$ cat src/rtl/shift_add_sequencer.sv
`default_nettype none
// ============================================================================
// Module   : shift_add_sequencer
// Purpose  : Controller/datapath for an n-bit shift-add multiplier; drives an
//            external combinational adder and yields a 2n-bit product.
// Revision : 1.0 - initial release
// ============================================================================
module shift_add_sequencer #(
  parameter int n = 4
) (
  input  logic           clock,
  input  logic           n_reset,
  input  logic           start,
  input  logic [n-1:0]   multiplicand,
  input  logic [n-1:0]   multiplier,
  input  logic [n-1:0]   Sum,
  input  logic           C,
  output logic [n-1:0]   A,
  output logic [n-1:0]   M,
  output logic [2*n-1:0] product,
  output logic           busy,
  output logic           done
);

  localparam int               c_cw    = $clog2(n + 1);
  localparam logic [c_cw-1:0]  c_count = c_cw'(n);
  localparam logic [c_cw-1:0]  c_last  = c_cw'(1);

  typedef enum logic [1:0] {
    S_IDLE  = 2'd0,
    S_ADD   = 2'd1,
    S_SHIFT = 2'd2,
    S_DONE  = 2'd3
  } state_t;

  state_t            r_state;
  state_t            w_next;
  logic [n-1:0]      r_a;
  logic [n-1:0]      r_q;
  logic [n-1:0]      r_m;
  logic              r_carry;
  logic [c_cw-1:0]   r_count;
  logic [2*n-1:0]    r_product;

  always_ff @(posedge clock or negedge n_reset) begin
    if (!n_reset) begin
      r_state <= S_IDLE;
    end else begin
      r_state <= w_next;
    end
  end

  always_comb begin
    w_next = r_state;
    case (r_state)
      S_IDLE:  if (start) w_next = S_ADD;
      S_ADD:   w_next = S_SHIFT;
      S_SHIFT: w_next = (r_count == c_last) ? S_DONE : S_ADD;
      S_DONE:  w_next = S_IDLE;
      default: w_next = S_IDLE;
    endcase
  end

  always_ff @(posedge clock or negedge n_reset) begin
    if (!n_reset) begin
      r_a       <= '0;
      r_q       <= '0;
      r_m       <= '0;
      r_carry   <= 1'b0;
      r_count   <= '0;
      r_product <= '0;
    end else begin
      case (r_state)
        S_IDLE: begin
          if (start) begin
            r_m     <= multiplicand;
            r_q     <= multiplier;
            r_a     <= '0;
            r_carry <= 1'b0;
            r_count <= c_count;
          end
        end
        S_ADD: begin
          // {carry,A} is n+1 bits so the adder carry-out is never dropped
          if (r_q[0]) begin
            {r_carry, r_a} <= {C, Sum};
          end
        end
        S_SHIFT: begin
          r_a     <= {r_carry, r_a[n-1:1]};
          r_q     <= {r_a[0], r_q[n-1:1]};
          r_carry <= 1'b0;
          r_count <= r_count - 1'b1;
          if (r_count == c_last) begin
            r_product <= {r_carry, r_a, r_q[n-1:1]};
          end
        end
        default: ;
      endcase
    end
  end

  assign A       = r_a;
  assign M       = r_m;
  assign product = r_product;
  assign busy    = (r_state == S_ADD) || (r_state == S_SHIFT);
  assign done    = (r_state == S_DONE);

endmodule
`default_nettype wire
$ cat config.mk
export PLATFORM = sky130hd
export DESIGN_NAME = shift_add_sequencer
export DESIGN_NICKNAME = d
export VERILOG_FILES = /design/src/rtl/shift_add_sequencer.sv
export SDC_FILE = /design/constraint.sdc
export NUM_CORES = 1
export LEC_CHECK = 0
export ABC_CLOCK_PERIOD_IN_PS = 2000
export BUFFER_PORTS_ARGS = -buffer_cell sky130_fd_sc_hd__buf_2
export CAP_MARGIN = 20
export CORE_ASPECT_RATIO = 0.9
export CORE_MARGIN = 2
export CORE_UTILIZATION = 51
export DETAILED_ROUTE_END_ITERATION = 6
export PLACE_DENSITY_LB_ADDON = 0.08
export SLEW_MARGIN = 20
export SYNTH_ARGS = -nofsm -noshare
export SYNTH_HDL_FRONTEND = slang
export SYNTH_SLANG_ARGS = --single-unit
$ cat constraint.sdc
create_clock -name clock -period 2 [get_ports clock]
set_clock_uncertainty 0.15 [all_clocks]
set_input_delay 0.2 -clock clock [delete_from_list [all_inputs] [get_ports clock]]
set_output_delay 0.2 -clock clock [all_outputs]
set_load 0.01 [all_outputs]
## After elaboration in Yosys (flattened, before gate mapping)

Cells that the tools add are included.

- Bits in read-only memories: 0
- RAM bits: 0
- Logic and storage cells: 35
- Input bits: 16
- Bits in latches: 0
- Memories: 0
- Flip-flop bits (word level): 26

- Shifts and indexed selects: 0
- Eq/ne operators: 6
- Reduce and logical (&&, ||, !) cells: 8
- Multiplexer cells: 13
- Add/sub/neg operators: 1
- Multipliers: 0
- Div/mod/pow operators: 0
- Bitwise operators: 0
- $lt $le $gt $ge: 0

Operators with widths:

| kind | number |
|---|---|
| 4-bit 2-to-1 mux | 3 |
| 4-bit one-hot mux with 3 select lines | 1 |
| 2-bit one-hot mux with 4 select lines | 1 |
| 4-bit one-hot mux with 2 select lines | 1 |
| 3-bit one-hot mux with 2 select lines | 1 |
| 2-bit AND reduction | 3 |
| 2-bit == test, second input constant | 2 |
| 2-bit 2-to-1 mux | 2 |
| 2-bit != test, second input constant | 2 |
| 3-bit by 1-bit == test with 1-bit output, second input constant | 1 |
| 3-bit 2-to-1 mux | 1 |
| 1-bit one-hot mux with 3 select lines | 1 |
| 3-bit AND reduction | 1 |
| 3-bit nonzero test | 1 |
| 3-bit by 1-bit subtractor with 3-bit output, second input constant | 1 |
| 2-bit by 1-bit == test with 1-bit output, second input constant | 1 |
| 2-bit zero test | 1 |
| 1-bit 2-to-1 mux | 2 |
| 2-bit nonzero test | 1 |
| 1-bit logical OR | 1 |

## Longest topological paths before layout

Gate-level depths: netlist of the first run.

- Depth after elaboration: 3
- Mapped depth: 6

## Least setup slack after synthesis of the first run

OpenSTA, ideal clock, no wires.

- Path kind: flip-flop to flip-flop
- Start: register r_state[0]
- End: register r_a[0] (netlist: A[0])
- Clock period less this slack: 1.721 ns
- Slack: 0.279 ns
- Setup time: 0.125 ns
- Buffers on the path: 0
- Stages on the path, launching flop included: 6
- Data required time: 1.725 ns
- Arrival time: 1.446 ns
- Path through: dfrtp_1 -> inv_1 -> ha_1 -> nor2b_4 -> nor3_4 -> mux2_2

- Word-level cells in the longest chain between the ends: 3
- Elaborated cells between the ends (all ways): 8
- Classes of those cells: 4 x eq/ne; 1 x mux; 3 x reduce/logical

RTL lines:

| item | RTL line | RTL |
|---|---|---|
| start, declared | 36 | `state_t r_state;` |
| start signal, assigned | 49 | `r_state <= w_next;` |
| 2-bit by 1-bit == test with 1-bit output, or another cell as far along | 73 | `case (r_state)` |
| 2-bit != test (no source line) / 3-bit nonzero test (equally long branches) | n/a |  |
| 3-bit AND reduction (no source line) | n/a |  |
| end signal, assigned | 86 | `{r_carry, r_a} <= {C, Sum};` |
| end signal, assigned | 90 | `r_a <= {r_carry, r_a[n-1:1]};` |
| end, declared | 38 | `logic [n-1:0] r_a;` |

Several ways; a longest one is shown, not always the timed one.
A chain may end at the register's enable or synchronous reset.

## Final worst setup path of the first run

- Start: register r_state[0]
- End: register r_a[2] (netlist: A[2])

The elaborated chain is that of the path after synthesis.

==> impl_metrics.tcl, run 1 <==
set metrics [dict create \
    die_w_um 57.53 \
    cts_inserted_buffers 3 \
    drc 0 \
    die_h_um 52.18 \
    relSlewSlack 0.6137 \
    yosys.area.top_type "dfrtp_1" \
    path_class "flip-flop to flip-flop" \
    worstPathRequired_ps 2060 \
    drive_gt1_frac 0.4161 \
    syn_area_um2 1315 \
    drv_cap 0 \
    hold_ws_ps 39.10 \
    final_cell_area_um2 1592 \
    ys_ff_latch 26 \
    dr.pass1.iters 4 \
    final.setup.tns_ps 0 \
    placed_area_um2 1506 \
    synth_top_area_share 0.4948 \
    fin_crit_sh 0.9352 \
    multiInputGateArea_um2 624.3 \
    final_hold_viol_count 0 \
    routedWlPerCell_um 14.40 \
    overflow 0 \
    pre_cts_ws_ps 126.3 \
    post_cts_buffers 0 \
    fin_crit_ps 1870 \
    portBuffers 33 \
    stdcell_count 177 \
    drtIter0Drc 18 \
    dp_hpwl_mm 1.805 \
    grt_max_degree 27 \
    syn_inst 108 \
    layout_commonest_cell "buf_2" \
    grt_pass1_vias 997 \
    place_congestion 0.7357 \
    tightest_slew_ps 579.5 \
    syn_area_per_cell_um2 12.18 \
    wl_mm 2.549 \
    cts_tree "yes" \
    clk_latency_ps 310 \
    finalPower_mw 2.276 \
    crit_chain "inv_1, ha_1, nor2b_4, nor3_4, mux2_2" \
    area_delta_synth_final_pct 21.03 \
    netlist_top_cells_area "dfrtp_1 49%, mux2_2 18%, ha_1 7.6%" \
    via_per_inst 5.458 \
    yosysWarnings 0 \
    grt_pass1_wl_mm 4.360 \
    clkTransAtPathRegs_ps 130 \
    p_leak_nw 0.7885 \
    fp-row-count 17 \
    grt_antenna_before_repair 0 \
    ios 34 \
    start_kind "flip-flop" \
    final_cell_mix "33 x buf_2, 26 x dfrtp_1, 21 x mux2_2" \
    ant_nets 0 \
    cp.arrival_ps 1930 \
    rsz0062_at_grt "false" \
    die-area_um2 3001 \
    powerDensity_nw_per_um2 1430 \
    core_area_um2 2446 \
    cts_sinks 26 \
    status "completed" \
    regArea_um2 650.6 \
    syn-num-nets 132 \
    min_path_type "primary input to flip-flop" \
    cp_max_fo 5 \
    start_util 0.5376 \
    fillCellCount 196 \
    vias 966 \
    cts_root_buf "clkbuf_4" \
    setup_ws_ps 129.6 \
    finalSetupViolCount 0 \
    ys_seq_area_frac 0.4948 \
    grt.total_usage 0.1913 \
    utilization 0.6506 \
    drv_slew 0 \
    critPathSlowestCell "dfrtp_1" \
    ctsHtreeMaxLevel 1 \
    ir_drop_v 0.0007837 \
    synth.distinct_cells 21 \
    cts.path.max_buffers 2 \
    nets 175 \
    cpPeakStageDelay_ps 430 \
    n_antenna_cell 0 \
    max_freq_ghz 0.5346 \
    placedCellCount 168 \
    cp-end-kind "flip-flop" \
]
## sequential cells by signal (all words and copies together) (netlist names)
signal,count
product,8
r_count,3
A,4
r_carry,1
r_q,4
r_state,2
M,4
## worst max-delay path: cells and delay by family (launching register included)
| kind | cells | cell delay (ps) |
|---|---|---|
| multiplexers | 1 | 380 |
| flip-flops | 1 | 430 |
| AND/OR/NAND/NOR | 2 | 440 |
| buffers and inverters | 1 | 130 |
| adder cells (fa/ha/maj) | 1 | 240 |
## path summary, 6_finish.rpt
kind	start	end	slack, ps	cells past startpoint
max	r_state[0]$_DFFE_PN0P_	A[2]$_DFFE_PN0P_	130	5
min	multiplier[0]	r_q[0]$_DFFE_PN0P_	40	3
max reg2reg	r_state[0]$_DFFE_PN0P_	A[2]$_DFFE_PN0P_	130	5
min reg2reg	M[3]$_DFFE_PN0P_	M[3]$_DFFE_PN0P_	370	1
max in group asynchronous	n_reset	A[2]$_DFFE_PN0P_	1070	2
min in group asynchronous	n_reset	r_count[1]$_DFFE_PN0P_	250	2
## final cells by class
class | count | area share
multi-input combinational | 74 | 0.3923
clock buffer | 3 | 0.01415
timing repair buffer | 41 | 0.1509
inverter | 5 | 0.01179
tap | 28 | 0.02201
sequential | 26 | 0.4088
## cells by family after synthesis
logic type,synth area share
AO/OA/AOI/OAI,0.1075
buffers and inverters,0.03235
adder cells (fa/ha/maj),0.07612
AND/OR/NAND/NOR,0.09515
flip-flops,0.4948
XOR/XNOR,0.006662
multiplexers,0.1874
## timing repair
action	4_1_cts	5_1_grt
resized for setup	0	1
hold buffers	6	0
setup endpoints to repair	0	1
endpoints found under the hold margin	31	0
## synth_stat cells, drive strengths merged
cell	number
buf	3
o22ai	9
a22oi	4
dfrtp	26
inv	5
mux2	21
a21oi	9
nand2	5
xnor2	1
nand2b	2
and3	1
nor3	2
nand3b	2
mux2i	1
o21ai	2
ha	8
nor2b	7
## layer usage
| layer | routed length [µm] | track usage | vias to the layer above |
|---|---|---|---|
| li1 | - | - | 473 |
| met1 | 1155 | 0.2415 | 470 |
| met2 | 1257 | 0.3163 | 19 |
| met3 | 102 | 0.03704 | 4 |
| met4 | 33 | 0.09302 | 0 |
| met5 | 0 | 0 | - |
## power breakdown
part / internal [mW] / switching, mW / leakage [nW] / total [mW]
clock network: 0.0705 / 0.143 / 0.0138 / 0.214
registers: 0.739 / 0.166 / 0.329 / 0.905
logic: 0.595 / 0.563 / 0.446 / 1.16
Power figures use the tool's default switching activity.
==> run 2, diff against run 1 <==
--- a/config.mk
+++ b/config.mk
@@ -10,7 +10,7 @@
 export CAP_MARGIN = 20
 export CORE_ASPECT_RATIO = 0.9
 export CORE_MARGIN = 2
-export CORE_UTILIZATION = 51
+export CORE_UTILIZATION = 35
 export DETAILED_ROUTE_END_ITERATION = 6
 export PLACE_DENSITY_LB_ADDON = 0.08
 export SLEW_MARGIN = 20
==> run 2 against run 1 <==
Die area up 42%. Via count decreased by 4.9%. Register-to-register slack improved by 40 ps. Non-clock buffer count shrank 5. Combinational power barely moved. Total power grew 4.6%.
==> impl_metrics.tcl, run 2 (synthesized netlist as in run 1, its figures left out) <==
set metrics [dict create \
    hold_start "multiplicand[3]" \
    place_congestion 0.7916 \
    min_path_type "primary input to flip-flop" \
    rsz0062_at_grt "false" \
    fp-row-count 21 \
    p_switching_uw 881.8 \
    overflow 0 \
    clkTransAtPathRegs_ps 90 \
    tightest_slew_ps 576.6 \
    cts.path.max_buffers 2 \
    cp_max_fo 6 \
    clkPwrFrac 0.142 \
    core_area_um2 3652 \
    path_class "flip-flop to flip-flop" \
    vias 919 \
    n_antenna_cell 0 \
    r2r-start "r_state[1]$_DFFE_PN0P_" \
    switching_share 0.3704 \
    drv_cap 0 \
    start_util 0.3601 \
    p_seq_frac 0.382 \
    ant_nets 0 \
    die_w_um 68.61 \
    ir_drop_v 0.0006750 \
    crit_buf_inv 1 \
    final_cell_area_um2 1594 \
    status "completed" \
    drv_slew 0 \
    layout_commonest_cell "buf_2" \
    cp-end-kind "flip-flop" \
    area_delta_synth_final_pct 21.22 \
    start_kind "flip-flop" \
    comb_power_share 0.476 \
    fin_crit_sh 0.9174 \
    cp.arrival_ps 1840 \
    cp_top_family "simple AND/OR/NAND/NOR gates" \
    drc 0 \
    via_per_inst 4.812 \
    cpPeakStageDelay_ps 400 \
    p_leak_nw 0.7844 \
    grt.total_usage 0.1318 \
    clk_latency_ps 270 \
    fillCellCount 354 \
    wl_mm 2.579 \
    routedWlPerCell_um 13.50 \
    intPower_mw 1.499 \
    cts_sinks 26 \
    fin_crit_ps 1835 \
    dr.pass1.iters 5 \
    cts_inserted_buffers 3 \
    critPathSlowestCell "dfrtp_1" \
    drive_gt1_frac 0.4276 \
    final_hold_viol_count 0 \
    final_cell_mix "33 x buf_2, 26 x dfrtp_1, 21 x mux2_2" \
    final.setup.tns_ps 0 \
    drtIter0Drc 37 \
    largest_register_ffs 8 \
    powerDensity_nw_per_um2 1494 \
    nets 170 \
    finalSetupViolCount 0 \
    crit_start "r_state[1]$_DFFE_PN0P_" \
    die-area_um2 4264 \
    ios 34 \
    ctsHtreeMaxLevel 1 \
    cts_tree "yes" \
    crit_chain "inv_1, ha_1, nor2b_1, nor3_4, mux2_2" \
    grt_pass1_wl_mm 4.271 \
    die_h_um 62.15 \
    relSlewSlack 0.6156 \
    grt_pass1_vias 925 \
    dp_hpwl_mm 1.911 \
    hold_ws_ps 9.236 \
    portBuffers 33 \
    placed_area_um2 1529 \
    worstPathRequired_ps 2010 \
    grt_max_degree 27 \
    post_cts_buffers 0 \
    cts_root_buf "clkbuf_8" \
    grt_antenna_before_repair 0 \
    max_freq_ghz 0.5450 \
]
## run 2: cell type report
type	count	area, µm²	area share
timing repair buffer	36	190.2	0.1193
sequential	26	650.6	0.4082
multi-input combinational	74	621.8	0.3901
clock buffer	4	55.05	0.03454
tap	46	57.56	0.03611
inverter	5	18.77	0.01177
## run 2: worst paths after layout
check                                    endpoint  slack (ps)  cells past startpoint
setup / recovery                 A[0]$_DFFE_PN0P_         170                      5
min in group asynchronous        M[0]$_DFFE_PN0P_         310                      2
setup reg to reg                 A[0]$_DFFE_PN0P_         170                      5
max in group asynchronous  r_state[0]$_DFFE_PN0P_        1010                      2
hold / removal                   M[3]$_DFFE_PN0P_           9                      2
hold reg to reg            product[3]$_DFFE_PN0P_         360                      1
## run 2: metal layers
layer	share of wire	track usage	up-vias
met5	0	0	-
met4	0.0081	0.03000	0
met3	0.047	0.03986	2
met2	0.47	0.2103	20
met1	0.47	0.1733	435
li1	-	-	462
## run 2: worst register-to-register path, stage by stage, from the launching register on
cell     delay [ps]
dfrtp_1         400
inv_1           110
ha_1            270
nor2b_1         180
nor3_4          250
mux2_2          370
## run 2: what timing repair did
| action | 4_1_cts | 5_1_grt |
|---|---|---|
| endpoints found under the hold margin | 26 | 0 |
| hold buffers | 1 | 0 |
| resized for setup | 0 | 0 |
## run 2: stage by stage
stage	util	setup slack, ps	cells	power (mW)
2_1_floorplan	-	279.0	108	1.717
3_3_place_gp	0.4186	212.6	186	2.047
6_report	0.4365	165.2	191	2.381
5_1_grt	0.4365	54.63	191	2.587
3_5_place_dp	0.4186	182.2	186	2.062
4_1_cts	0.4365	157.6	191	2.414
## run 2: power groups by stage
stage	registers (mW)	clock network [mW]	logic, mW
finish	0.910	0.338	1.13
global route	0.947	0.375	1.27
CTS	0.912	0.352	1.15
detailed placement	0.921	0	1.14
global placement	0.921	0	1.13
floorplan	0.946	0	0.772
